<file path="config.mk">
export PLATFORM = sky130hd
export DESIGN_NAME = logic_gate_pipe_flat
export DESIGN_NICKNAME = d
export VERILOG_FILES = /design/src/rtl/logic_gate_pipe_if.sv /design/src/rtl/logic_gate_pipe.sv /design/src/flat_wrapper.sv
export SDC_FILE = /design/constraint.sdc
export NUM_CORES = 1
export LEC_CHECK = 0
export ABC_AREA = 0
export BUFFER_PORTS_ARGS = -buffer_cell sky130_fd_sc_hd__buf_4
export CAP_MARGIN = 10
export CORE_MARGIN = 8
export CORE_UTILIZATION = 25
export DETAILED_ROUTE_END_ITERATION = 8
export SYNTH_ARGS = -nofsm -noshare
export SYNTH_HDL_FRONTEND = slang
export SYNTH_SLANG_ARGS = --single-unit
</file>
<file path="constraint.sdc">
create_clock -name clk -period 2.6 [get_ports clk]
set_input_delay 0 -clock clk [delete_from_list [all_inputs] [get_ports clk]]
set_output_delay 0 -clock clk [all_outputs]
set_load 0.01 [all_outputs]
</file>
<file path="src/rtl/logic_gate_pipe_if.sv">
// ============================================================================
// Module      : logic_gate_pipe_if
// Description : Operand/result handshake bundle for logic_gate_pipe.
//               Optional checker signals appear with LOGIC_GATE_PIPE_EXPCHK_EN.
// Revision    : 1.0 - initial release
// ============================================================================
`default_nettype none

interface logic_gate_pipe_if #(
    parameter int WIDTH = 8,
    parameter int CNT_W = 16
);
    logic             in_valid;
    logic             in_ready;
    logic [WIDTH-1:0] a;
    logic [WIDTH-1:0] b;
    logic [2:0]       op;
    logic             out_valid;
    logic             out_ready;
    logic [WIDTH-1:0] y;
    logic             y_zero;
    logic             y_parity;
    logic [CNT_W-1:0] xfer_cnt;
`ifdef LOGIC_GATE_PIPE_EXPCHK_EN
    logic [WIDTH-1:0] exp_y;
    logic             mismatch;
    logic [CNT_W-1:0] err_cnt;

    modport master (
        output in_valid, a, b, op, exp_y, out_ready,
        input  in_ready, out_valid, y, y_zero, y_parity, xfer_cnt, mismatch, err_cnt
    );

    modport slave (
        input  in_valid, a, b, op, exp_y, out_ready,
        output in_ready, out_valid, y, y_zero, y_parity, xfer_cnt, mismatch, err_cnt
    );
`else
    modport master (
        output in_valid, a, b, op, out_ready,
        input  in_ready, out_valid, y, y_zero, y_parity, xfer_cnt
    );

    modport slave (
        input  in_valid, a, b, op, out_ready,
        output in_ready, out_valid, y, y_zero, y_parity, xfer_cnt
    );
`endif
endinterface

`default_nettype wire

</file>
<file path="src/rtl/logic_gate_pipe.sv">
// ============================================================================
// Module      : logic_gate_pipe
// Description : Two-stage valid/ready pipelined bitwise logic unit with result
//               flags and transfer counter. Define LOGIC_GATE_PIPE_EXPCHK_EN
//               to add the expected-result checker (exp_y/mismatch/err_cnt).
// Revision    : 1.0 - initial release
// ============================================================================
`default_nettype none

module logic_gate_pipe #(
    parameter int WIDTH = 8,
    parameter int CNT_W = 16
) (
    input  wire logic          clk,
    input  wire logic          rst_n,
    logic_gate_pipe_if.slave   bus
);

    localparam logic [2:0] OP_AND  = 3'b000;
    localparam logic [2:0] OP_OR   = 3'b001;
    localparam logic [2:0] OP_NAND = 3'b010;
    localparam logic [2:0] OP_NOR  = 3'b011;
    localparam logic [2:0] OP_XOR  = 3'b100;
    localparam logic [2:0] OP_XNOR = 3'b101;
    localparam logic [2:0] OP_NOTA = 3'b110;

    // Stage 1: captured operands
    logic             s1_valid_q, s1_valid_d;
    logic [WIDTH-1:0] a_q, a_d;
    logic [WIDTH-1:0] b_q, b_d;
    logic [2:0]       op_q, op_d;

    // Stage 2: result and flags
    logic             out_valid_q, out_valid_d;
    logic [WIDTH-1:0] y_q, y_d;
    logic             y_zero_q, y_zero_d;
    logic             y_parity_q, y_parity_d;
    logic [CNT_W-1:0] xfer_cnt_q, xfer_cnt_d;

    logic             s2_adv;
    logic             s1_adv;
    logic             accept;
    logic             xfer;
    logic [WIDTH-1:0] y_calc;

    always_comb begin
        unique case (op_q)
            OP_AND:  y_calc = a_q & b_q;
            OP_OR:   y_calc = a_q | b_q;
            OP_NAND: y_calc = ~(a_q & b_q);
            OP_NOR:  y_calc = ~(a_q | b_q);
            OP_XOR:  y_calc = a_q ^ b_q;
            OP_XNOR: y_calc = ~(a_q ^ b_q);
            OP_NOTA: y_calc = ~a_q;
            default: y_calc = a_q;
        endcase
    end

    // in_ready depends on out_ready but never on in_valid
    assign s2_adv = !out_valid_q || bus.out_ready;
    assign s1_adv = !s1_valid_q || s2_adv;
    assign accept = bus.in_valid && s1_adv;
    assign xfer   = out_valid_q && bus.out_ready;

    always_comb begin
        s1_valid_d  = s1_valid_q;
        a_d         = a_q;
        b_d         = b_q;
        op_d        = op_q;
        out_valid_d = out_valid_q;
        y_d         = y_q;
        y_zero_d    = y_zero_q;
        y_parity_d  = y_parity_q;
        xfer_cnt_d  = xfer_cnt_q;

        if (s1_adv) begin
            s1_valid_d = bus.in_valid;
        end
        if (accept) begin
            a_d  = bus.a;
            b_d  = bus.b;
            op_d = bus.op;
        end
        if (s2_adv) begin
            out_valid_d = s1_valid_q;
            if (s1_valid_q) begin
                y_d        = y_calc;
                y_zero_d   = (y_calc == '0);
                y_parity_d = ^y_calc;
            end
        end
        if (xfer) begin
            xfer_cnt_d = xfer_cnt_q + 1'b1;
        end
    end

    always_ff @(posedge clk or negedge rst_n) begin
        if (!rst_n) begin
            s1_valid_q  <= 1'b0;
            a_q         <= '0;
            b_q         <= '0;
            op_q        <= '0;
            out_valid_q <= 1'b0;
            y_q         <= '0;
            y_zero_q    <= 1'b1;
            y_parity_q  <= 1'b0;
            xfer_cnt_q  <= '0;
        end else begin
            s1_valid_q  <= s1_valid_d;
            a_q         <= a_d;
            b_q         <= b_d;
            op_q        <= op_d;
            out_valid_q <= out_valid_d;
            y_q         <= y_d;
            y_zero_q    <= y_zero_d;
            y_parity_q  <= y_parity_d;
            xfer_cnt_q  <= xfer_cnt_d;
        end
    end

    assign bus.in_ready  = s1_adv;
    assign bus.out_valid = out_valid_q;
    assign bus.y         = y_q;
    assign bus.y_zero    = y_zero_q;
    assign bus.y_parity  = y_parity_q;
    assign bus.xfer_cnt  = xfer_cnt_q;

`ifdef LOGIC_GATE_PIPE_EXPCHK_EN
    // Expected value rides alongside the operands; the flag is loaded with the result
    logic [WIDTH-1:0] exp_q, exp_d;
    logic             mismatch_q, mismatch_d;
    logic [CNT_W-1:0] err_cnt_q, err_cnt_d;

    always_comb begin
        exp_d      = exp_q;
        mismatch_d = mismatch_q;
        err_cnt_d  = err_cnt_q;
        if (accept) begin
            exp_d = bus.exp_y;
        end
        if (s2_adv) begin
            mismatch_d = s1_valid_q && (y_calc != exp_q);
        end
        if (xfer && mismatch_q && (err_cnt_q != {CNT_W{1'b1}})) begin
            err_cnt_d = err_cnt_q + 1'b1;
        end
    end

    always_ff @(posedge clk or negedge rst_n) begin
        if (!rst_n) begin
            exp_q      <= '0;
            mismatch_q <= 1'b0;
            err_cnt_q  <= '0;
        end else begin
            exp_q      <= exp_d;
            mismatch_q <= mismatch_d;
            err_cnt_q  <= err_cnt_d;
        end
    end

    assign bus.mismatch = mismatch_q;
    assign bus.err_cnt  = err_cnt_q;
`endif

endmodule

`default_nettype wire

</file>
<file path="src/flat_wrapper.sv">
// flat-port wrapper written by rule: the top's interface ports become plain ports
module logic_gate_pipe_flat 
#(
    parameter int WIDTH = 8,
    parameter int CNT_W = 16
)
  (clk, rst_n, bus_in_valid, bus_a, bus_b, bus_op, bus_out_ready, bus_in_ready, bus_out_valid, bus_y, bus_y_zero, bus_y_parity, bus_xfer_cnt);
  logic_gate_pipe_if #(.WIDTH(WIDTH), .CNT_W(CNT_W)) bus_i ();
  input  wire logic clk;
  input  wire logic rst_n;
  input wire logic [$bits(bus_i.in_valid)-1:0] bus_in_valid;
  input wire logic [$bits(bus_i.a)-1:0] bus_a;
  input wire logic [$bits(bus_i.b)-1:0] bus_b;
  input wire logic [$bits(bus_i.op)-1:0] bus_op;
  input wire logic [$bits(bus_i.out_ready)-1:0] bus_out_ready;
  output wire logic [$bits(bus_i.in_ready)-1:0] bus_in_ready;
  output wire logic [$bits(bus_i.out_valid)-1:0] bus_out_valid;
  output wire logic [$bits(bus_i.y)-1:0] bus_y;
  output wire logic [$bits(bus_i.y_zero)-1:0] bus_y_zero;
  output wire logic [$bits(bus_i.y_parity)-1:0] bus_y_parity;
  output wire logic [$bits(bus_i.xfer_cnt)-1:0] bus_xfer_cnt;
  assign bus_i.in_valid = bus_in_valid;
  assign bus_i.a = bus_a;
  assign bus_i.b = bus_b;
  assign bus_i.op = bus_op;
  assign bus_i.out_ready = bus_out_ready;
  assign bus_in_ready = bus_i.in_ready;
  assign bus_out_valid = bus_i.out_valid;
  assign bus_y = bus_i.y;
  assign bus_y_zero = bus_i.y_zero;
  assign bus_y_parity = bus_i.y_parity;
  assign bus_xfer_cnt = bus_i.xfer_cnt;
  logic_gate_pipe #(.WIDTH(WIDTH), .CNT_W(CNT_W)) u_core (.clk(clk), .rst_n(rst_n), .bus(bus_i));
endmodule
</file>
==> results.json <==
{
  "drive_above_1_share_pct": 25.5,
  "dp.cells": 437,
  "crit_fanout": 9,
  "grt_max_degree": 48,
  "viasPerCell": 4.41,
  "numClockSinks": 47,
  "synth_top_area_share_pct": 42.2,
  "grtUsageTotal_pct": 9.20,
  "cpMostUsedCell": "xnor2_1",
  "grt_overflow": 0,
  "dp_hpwl_um": 4680,
  "finalSetupViolCount": 0,
  "synth_ff_type": "dfrtp_1",
  "portBuffers": 50,
  "ys_types": 44,
  "drt-initial-drc-count": 79,
  "hold_buffers": 21,
  "ys_seq_elements": 47,
  "setup_slack_ns": 0.225,
  "postCtsResizedCells": 0,
  "relSlewSlack_pct": 58.8,
  "timing.rr.start": "u_core.op_q[0]$_DFFE_PN0P_",
  "critPathLaunchType": "register",
  "htreeDepth": 2,
  "grt_setup_unrepaired": "no",
  "worstPathCellList": "nor2_2 > mux2i_1 > a21bo_2 > o211a_1 > or2_1 > ha_1 > xnor2_1 > xnor2_1 > o21ai_0",
  "post_cts_buffers": 0,
  "grt_pass1_vias": 2230,
  "crit_path_top_delay_cell": "dfrtp_1",
  "fin_crit_sh_pct": 91.4,
  "grtUsageMet1_pct": 10.9,
  "vdd_drop_max_mv": 0.294,
  "worst_slew_pin_slew_ns": 0.619,
  "busiest_layer": "met2",
  "synth_sequential_area_ratio_pct": 43.2,
  "report.final.hold_viol_count": 0,
  "cts_tree": "done",
  "max_freq_mhz": 421,
  "root_buffer": "clkbuf_8",
  "period_needed_ns": 2.38,
  "drc": 0,
  "dp_slack_ns": 0.214,
  "arrival_ns": 2.55,
  "grt_antenna_before_repair": 0,
  "clk_latency_ns": 0.30,
  "numCtsBuffers": 5,
  "rrSetupSlack_ns": 0.22,
  "synth_edf_count": 0,
  "path_clk_slew_ns": 0.10,
  "yosysMostFrequentCell": "dfrtp_1",
  "met2_usage_pct": 16.2,
  "num_vias": 2056,
  "rows": 38,
  "placed_area_um2": 3250,
  "max-cap-violations": 0,
  "clk_path_buf_depth": 2,
  "critPathKind": "register to register",
  "final_antenna_net_count": 0,
  "grt_pass1_wl_um": 11000,
  "netlist_area_um2": 2730,
  "async_flop_share_pct": 100,
  "wl_per_cell_um": 13.8,
  "place.gp.congestion": 0.752,
  "finalMaxSlewViolations": 0,
  "hold_class": "input pin to register",
  "fin_setup_tns_ns": 0,
  "die_w_um": 120,
  "io_pins": 51,
  "stdcell_count": 466,
  "fp.coreArea_um2": 10700,
  "syn_inst": 253,
  "max_stage_delay_ns": 0.52,
  "crit_required_ns": 2.77,
  "synth_nets": 297,
  "power_density_nw_per_um2": 723,
  "clock-skew-final_ns": 0.0122,
  "initial_core_util_pct": 25.4,
  "yosys-top-cells-area": "dfrtp_1 42%, ha_1 9.6%, mux2_2 5.8%",
  "layout.nets": 369,
  "avgSynthCellArea_um2": 10.8,
  "synthToLayoutAreaGrowth_pct": 31.3,
  "p_leak_nw": 1.67,
  "synth_top_area_cell": "dfrtp_1",
  "setup.worst_path.end_class": "register",
  "die_y_um": 120,
  "status": "finished, final reports clean",
  "die_area_um2": 14500,
  "finalInstanceArea_um2": 3580,
  "hp-start": "bus_out_ready",
  "antenna_cells": 0,
  "synth_common_cells": "46 x dfrtp_1, 25 x nand2_1, 21 x ha_1",
  "power_mw": 2.59,
  "synth-warning-count": 0,
  "first_pass_iters": 6,
  "cp-startpoint": "u_core.op_q[0]$_DFFE_PN0P_",
  "met3_usage_pct": 2.66,
  "wl_um": 6440
}
routing by layer:
| layer | vias to the layer above | share of wire (%) |
|---|---|---|
| met5 | - | 0 |
| met1 | 990 | 45 |
| met3 | 6 | 4.6 |
| met2 | 38 | 49 |
| li1 | 1022 | - |
| met4 | 0 | 0.99 |
power by group:
part,internal [mW],switching [mW]
clock network,0.312,0.259
logic,0.527,0.470
registers,0.877,0.143
total,1.72,0.872
worst max-delay path, delay by kind of cell, from the launching register on:
kind / cells / cell delay (ns)
multiplexers: 1 / 0.12
XOR/XNOR: 2 / 0.34
flip-flops: 1 / 0.52
AND/OR/NAND/NOR: 2 / 0.56
AO/OA/AOI/OAI: 3 / 0.43
adder cells (fa/ha/maj): 1 / 0.28
cells in the final DEF (no fill, tap or decap), types with 6 or more instances in the layout:
master	synthesis	layout
mux2_2	14	14
nand2_1	25	25
xnor2_1	18	18
dlygate4sd3_1	0	21
dfrtp_1	46	46
mux2_1	13	13
nor2_1	6	6
clkbuf_8	0	6
buf_4	3	53
o21ai_1	12	12
ha_1	21	21
mux2i_1	12	12
inv_1	18	18
per-stage QoR:
step / util [%] / hold slack, ns
2_1_floorplan: - / -0.296
4_1_cts: 33.3 / 0.0180
3_3_place_gp: 30.3 / 0.0616
5_1_grt: 33.3 / 0.0453
6_report: 33.3 / 0.0343
3_5_place_dp: 30.3 / 0.0680
sequential cells by signal, indices dropped and copies added (netlist names):
name and cells:
u_core.a_q 8, u_core.b_q 8, u_core.bus.out_valid 1, u_core.bus.xfer_cnt 16
u_core.bus.y 8, u_core.bus.y_parity 1, u_core.bus.y_zero 1, u_core.op_q 3
u_core.s1_valid_q 1
cells by family after synthesis:
kind of cell,after synthesis,synth area share (%)
AO/OA/AOI/OAI,37,8.90
XOR/XNOR,20,6.43
adder cells (fa/ha/maj),21,9.64
buffers and inverters,28,4.91
flip-flops,47,43.2
multiplexers,39,15.6
AND/OR/NAND/NOR,61,11.4
final cells by class:
cell class,count,area (um^2)
sequential,47,1180
tap,140,175
clock buffer,6,82.6
multi-input combinational,178,1420
timing repair buffer,75,628
inverter,18,67.6
clock inverter,2,35.0
fill,1126,7160
final timing paths:
path | endpoint | depth (start not counted)
max in group asynchronous | u_core.bus.xfer_cnt[10]$_DFFE_PN0P_ | 2
max reg2reg | u_core.bus.y_parity$_DFFE_PN0P_ | 9
min in group asynchronous | u_core.a_q[2]$_DFFE_PN0P_ | 2
min | u_core.bus.out_valid$_DFFE_PN0P_ | 3
max | u_core.bus.y_parity$_DFFE_PN0P_ | 9
min reg2reg | u_core.bus.xfer_cnt[15]$_DFFE_PN0P_ | 1
(Power assumes the default switching activity.)
